**src/rtl/x_pkg.sv**
```systemverilog
// Shared types and constants for the operand loader and its watchdog counter.
// Holds the sequencer state encoding, register-file slot indices and default sizes.
package x_pkg;

    localparam int X_WIDTH = 16;
    localparam int X_NREG  = 5;

    localparam int SLOT_A      = 0;
    localparam int SLOT_B      = 1;
    localparam int SLOT_ACC_LO = 2;

    typedef enum logic [2:0] {
        IDLE,
        LOAD_B,
        START,
        BUSY,
        OUT
    } state_e;

endpackage

```
**src/rtl/x_wdog_cnt.sv**
```systemverilog
// Purpose: saturating timeout counter, counts cycles while en_i is high.
// Latency: expired_o is combinational from the count; it is high on the TIMEOUT-th enabled cycle.
// Backpressure: none; the count clears whenever en_i drops.
module x_wdog_cnt #(
    parameter int TIMEOUT = 64
) (
    input  logic clk,
    input  logic rst,
    input  logic en_i,
    output logic expired_o
);

    localparam int CW = $clog2(TIMEOUT + 1);
    localparam logic [CW-1:0] LAST = CW'(TIMEOUT - 1);

    logic [CW-1:0] cnt_q;

    always_ff @(posedge clk) begin
        if (rst || !en_i) begin
            cnt_q <= '0;
        end else if (cnt_q != LAST) begin
            cnt_q <= cnt_q + CW'(1);
        end
    end

    assign expired_o = en_i && (cnt_q == LAST);

endmodule

```
**src/rtl/x_operand_loader.sv**
```systemverilog
// Purpose: loads A/B into slots 0/1, starts the multiplier, holds the product until consumed.
// Latency: out_valid rises the cycle after done; B transfer to out_valid is 2 cycles plus compute time.
// Backpressure: in_ready low outside IDLE/LOAD_B; OUT holds until out_ready. Watchdog: X_LOADER_WATCHDOG_EN.
module x_operand_loader
    import x_pkg::*;
#(
    parameter int WIDTH   = X_WIDTH,
    parameter int NREG    = X_NREG,
    parameter int TIMEOUT = 64
) (
    input  logic               clk,
    input  logic               rst,
    input  logic               in_valid,
    output logic               in_ready,
    input  logic [WIDTH-1:0]   in_data,
    output logic [NREG-1:0]    ld_en,
    output logic [WIDTH-1:0]   ld_data,
    output logic               clr_acc,
    output logic               start,
    input  logic               done,
    input  logic [2*WIDTH-1:0] res_data,
    output logic               out_valid,
    input  logic               out_ready,
    output logic [2*WIDTH-1:0] out_data,
    output logic               busy,
    output logic [7:0]         op_count,
    output logic               err
);

    state_e             state_q, state_d;
    logic [2*WIDTH-1:0] out_data_q, out_data_d;
    logic [7:0]         op_count_q, op_count_d;
    logic               xfer;

`ifdef X_LOADER_WATCHDOG_EN
    logic err_q, err_d;
    logic wdog_expired;

    x_wdog_cnt #(
        .TIMEOUT (TIMEOUT)
    ) u_wdog (
        .clk       (clk),
        .rst       (rst),
        .en_i      (state_q == BUSY),
        .expired_o (wdog_expired)
    );

    always_ff @(posedge clk) begin
        if (rst) begin
            err_q <= 1'b0;
        end else begin
            err_q <= err_d;
        end
    end

    assign err = err_q;
`else
    assign err = 1'b0;
`endif

    // Reset gates the handshake so nothing is accepted in a reset cycle.
    assign xfer = in_valid && in_ready;

    always_comb begin
        state_d    = state_q;
        out_data_d = out_data_q;
        op_count_d = op_count_q;
        in_ready   = 1'b0;
        ld_en      = '0;
        start      = 1'b0;
        clr_acc    = 1'b0;
`ifdef X_LOADER_WATCHDOG_EN
        err_d      = err_q;
`endif
        case (state_q)
            IDLE: begin
                in_ready = !rst;
                if (in_valid && !rst) begin
                    ld_en   = NREG'(1) << SLOT_A;
                    state_d = LOAD_B;
`ifdef X_LOADER_WATCHDOG_EN
                    err_d   = 1'b0;
`endif
                end
            end
            LOAD_B: begin
                in_ready = !rst;
                if (in_valid && !rst) begin
                    ld_en   = NREG'(1) << SLOT_B;
                    state_d = START;
                end
            end
            START: begin
                start   = 1'b1;
                clr_acc = 1'b1;
                state_d = BUSY;
            end
            BUSY: begin
                // A done in the timeout cycle takes priority and leaves err alone.
                if (done) begin
                    out_data_d = res_data;
                    state_d    = OUT;
                end
`ifdef X_LOADER_WATCHDOG_EN
                else if (wdog_expired) begin
                    out_data_d = '0;
                    err_d      = 1'b1;
                    state_d    = OUT;
                end
`endif
            end
            OUT: begin
                if (out_ready) begin
                    op_count_d = op_count_q + 8'd1;
                    state_d    = IDLE;
                end
            end
            default: state_d = IDLE;
        endcase
    end

    always_ff @(posedge clk) begin
        if (rst) begin
            state_q    <= IDLE;
            out_data_q <= '0;
            op_count_q <= '0;
        end else begin
            state_q    <= state_d;
            out_data_q <= out_data_d;
            op_count_q <= op_count_d;
        end
    end

    assign ld_data   = in_data;
    assign out_valid = (state_q == OUT);
    assign busy      = (state_q != IDLE);
    assign out_data  = out_data_q;
    assign op_count  = op_count_q;

    logic unused_xfer;
    assign unused_xfer = xfer;

endmodule
```
**config.mk**
```make
export PLATFORM = sky130hd
export DESIGN_NAME = x_operand_loader
export DESIGN_NICKNAME = d
export VERILOG_FILES = /design/src/rtl/x_pkg.sv /design/src/rtl/x_wdog_cnt.sv /design/src/rtl/x_operand_loader.sv
export SDC_FILE = /design/constraint.sdc
export NUM_CORES = 1
export LEC_CHECK = 0
export CORE_MARGIN = 1.5
export CORE_UTILIZATION = 33
export CTS_BUF_LIST = sky130_fd_sc_hd__clkbuf_4 sky130_fd_sc_hd__clkbuf_8
export DETAILED_ROUTE_END_ITERATION = 10
export GPL_ROUTABILITY_DRIVEN = 1
export PLACE_DENSITY_LB_ADDON = 0.05
export REMOVE_ABC_BUFFERS = 1
export SYNTH_ARGS = -nofsm -noshare
export SYNTH_HDL_FRONTEND = slang
export SYNTH_SLANG_ARGS = --single-unit
```
**constraint.sdc**
```tcl
create_clock -name clk -period 1.4 [get_ports clk]
set_clock_uncertainty 0.1 [all_clocks]
set_input_delay 0.28 -clock clk [delete_from_list [all_inputs] [get_ports clk]]
set_output_delay 0.28 -clock clk [all_outputs]
set_load 0.01 [all_outputs]
```
==> results of run 1 <==
metrics by stage:
step	std cells	hold WS (ns)
floorplan	194	0.2491
global placement	367	0.3412
detailed placement	367	0.3465
CTS	385	0.3556
global route	390	0.3745
finish	390	0.3537
final cells by class:
| cell class | instances | share of cell area, % |
|---|---|---|
| clock inverters | 2 | 0.4075 |
| clock buffers | 6 | 2.486 |
| inverters | 2 | 0.2445 |
| flip-flops and latches | 43 | 28.61 |
| repair buffers | 118 | 36.92 |
| well taps | 70 | 2.852 |
| multi-input cells | 149 | 28.48 |
layout by cell type (no fill, tap or decap), types with 2 or more instances in the layout:
cell type	netlist	final
o31ai_4	0	3
clkdlybuf4s50_1	0	34
nand2_2	0	3
buf_6	1	10
buf_12	0	3
nand2_4	0	2
nand2_1	71	66
clkbuf_8	0	5
or4_1	5	5
a21oi_1	40	38
buf_2	6	7
or3_1	2	2
dlymetal6s2s_1	0	2
nand3_1	2	2
conb_1	1	4
dfxtp_4	0	3
dfxtp_2	0	5
inv_1	2	2
buf_4	22	19
dlygate4sd2_1	0	40
a21oi_2	0	2
dfxtp_1	43	35
flip-flops by register name, indices dropped and copies added, names as in the netlist:
| signal | flops |
|---|---|
| op_count | 8 |
| state_q | 3 |
| out_data | 32 |
path summary, 6_finish.rpt:
check	start	to	slack, ns	cells past startpoint
worst max register to register	state_q[1]$_SDFFE_PP0P_	op_count[6]$_SDFFE_PP0P_	-0.21	6
worst max-delay path	state_q[1]$_SDFFE_PP0P_	op_count[6]$_SDFFE_PP0P_	-0.21	6
worst min register to register	out_data[13]$_SDFFE_PP0P_	out_data[13]$_SDFFE_PP0P_	0.35	2
worst min-delay path	out_data[13]$_SDFFE_PP0P_	out_data[13]$_SDFFE_PP0P_	0.35	2
layer usage:
metal  wire length [µm]  share of wire, %
met1               2344                43
met2               2487                46
met3                518               9.6
met4                 53              0.98
met5                  0                 0
power groups by stage:
stage	logic (µW)	clock network, µW	registers (µW)
floorplan	58.1	0	1290
global placement	280	0	1280
detailed placement	279	0	1280
CTS	292	814	1250
global route	341	877	1260
finish	316	781	1260
tightest hold or removal path, stage by stage (launching register included):
cell	delay (ns)
dfxtp_1	0.31
nand2_1	0.05
a21oi_1	0.05
timing repair:
| action | CTS | global route |
|---|---|---|
| setup endpoints to repair | 86 | 49 |
| pin swaps | 15 | 15 |
| resized for setup | 99 | 28 |
| endpoints found under the hold margin | 0 | 0 |
| hold buffers | 0 | 0 |
| cloned | 2 | 1 |
| buffers inserted | 8 | 4 |
cell families after synthesis:
kind of cell,after synthesis,synth area share (%)
compound gates,48,14.06
flops,43,46.96
simple gates,95,24.30
buf+inv,39,13.31
fa+ha+maj,1,0.6825
xor+xnor,1,0.4779
other cells,1,0.2046
==> reports/metrics.cfg, run 1 <==
[place]
io_buffers=83
dpl.hpwl_um=3269
gp_congestion=0.6910
dp_slack_ns=-0.6007
place_area_um2=2701

[worst_setup_path]
max_stage_delay_ns=0.37
required_ns=1.46
critical_path_buf_inv_count=3
critPathMaxFanout=7
path_delay_family=buffers and inverters
startpoint_type=flop
cp.arrival_ns=1.67
critPathCaptureType=flop
cp_slowest_cell=dfxtp_4
critPathKind=reg2reg
path_common_cell=buf_6
cp_cell_sequence=buf_6, nand4bb_4, buf_6, buf_6, o31ai_4, a21oi_2

[global_route]
grt_max_degree=42
grt-busiest-layer=met2
grt_pass1_vias=1725
met2_usage_pct=27.72
grt_util_all_layers_pct=18.03
grt_antenna_before_repair=0
grt_pass1_wl_um=8597
gr-usage-met3_pct=8.353
grtUsageMet1_pct=22.65
grt-ovfl-total=0

[yosys]
yosys-top-cells-area=dfxtp_1, nand2_1, a21oi_1
synthFlopType=dfxtp_1
synth-seq-cells=43
syn_area_um2=1833
synth.top_cell.area_share_pct=46.96
synth.most_common_cell=nand2_1
synth_common_cells=nand2_1, dfxtp_1, a21oi_1
synth_largest_area_cell=dfxtp_1
ys_warn_count=0
synth.avg_cell_area_um2=8.040
synth_edf_count=0
async_flop_share_pct=0
yosysSeqAreaShare_pct=46.96
netlist_instances=228
synth.distinct_cells=29

[sta]
fin_ws_ns=-0.2062
setup_viol=46
fmax_mhz=622.6
fin_tns_setup_ns=-4.633
rsz0062_at_grt=yes
drv_slew=0
period_minus_slack_ns=1.606
hold_viol=0
period_share_pct=114.7

[run_status]
violations=negative setup slack
status=finished with violations

[min_path]
hold_class=reg2reg

[layout]
multi_input_area_um2=874.6
n_fill_cell=503
syn_to_final_growth_pct=67.51
drive_gt1_share_pct=24.38
seq_area_um2=878.3
n_antenna_cell=0
final_cell_area_um2=3070
postLayoutCoreUtil_pct=58.62
num-nets-final=373

[routing]
routed_wl_um=5404
drtAntennaViolNets=0
drt-pass1-iter-count=4
wl_per_cell_um=13.86
vias_per_cell=4.759
num_vias=1856
dr.first_iter.drc_count=73
drc=0

[cts]
clkTransAtPathRegs_ns=0.08
cts_buffer_depth=2
htree_levels=2
clock-sinks=43
cts_buffers=5
worstSkewPairLatency_ns=0.29
cts_tree=yes
clockRootBuffer=clkbuf_8

[pwr]
power_frac_seq_pct=53.4
p_leak_uw=0.001309
swShare_pct=23.47
vdd_drop_max_uv=467.0
intPower_uw=1801
comb_power_share_pct=13.4
powerDensity_nw_per_um2=766.3
power.switching_uw=552.3
power_uw=2353
clockPowerShare_pct=33.2

[die]
rows=26
die_w_um=77.53
die_y_um=77.53
initial_core_util_pct=35.00
io_pins=120
core_um2=5238
dieArea_um2=6011

[flow_run]
max_cap_violations=0

(Power assumes the default switching activity.)
==> inputs of run 2 (changes only) <==
--- a/config.mk
+++ b/config.mk
@@ -8,6 +8,7 @@
 export CORE_MARGIN = 1.5
 export CORE_UTILIZATION = 33
 export CTS_BUF_LIST = sky130_fd_sc_hd__clkbuf_4 sky130_fd_sc_hd__clkbuf_8
+export CTS_CLUSTER_SIZE = 28
 export DETAILED_ROUTE_END_ITERATION = 10
 export GPL_ROUTABILITY_DRIVEN = 1
 export PLACE_DENSITY_LB_ADDON = 0.05
==> results of run 2 <==
No change in the layout: final DEF, timing and power equal those of run 1.
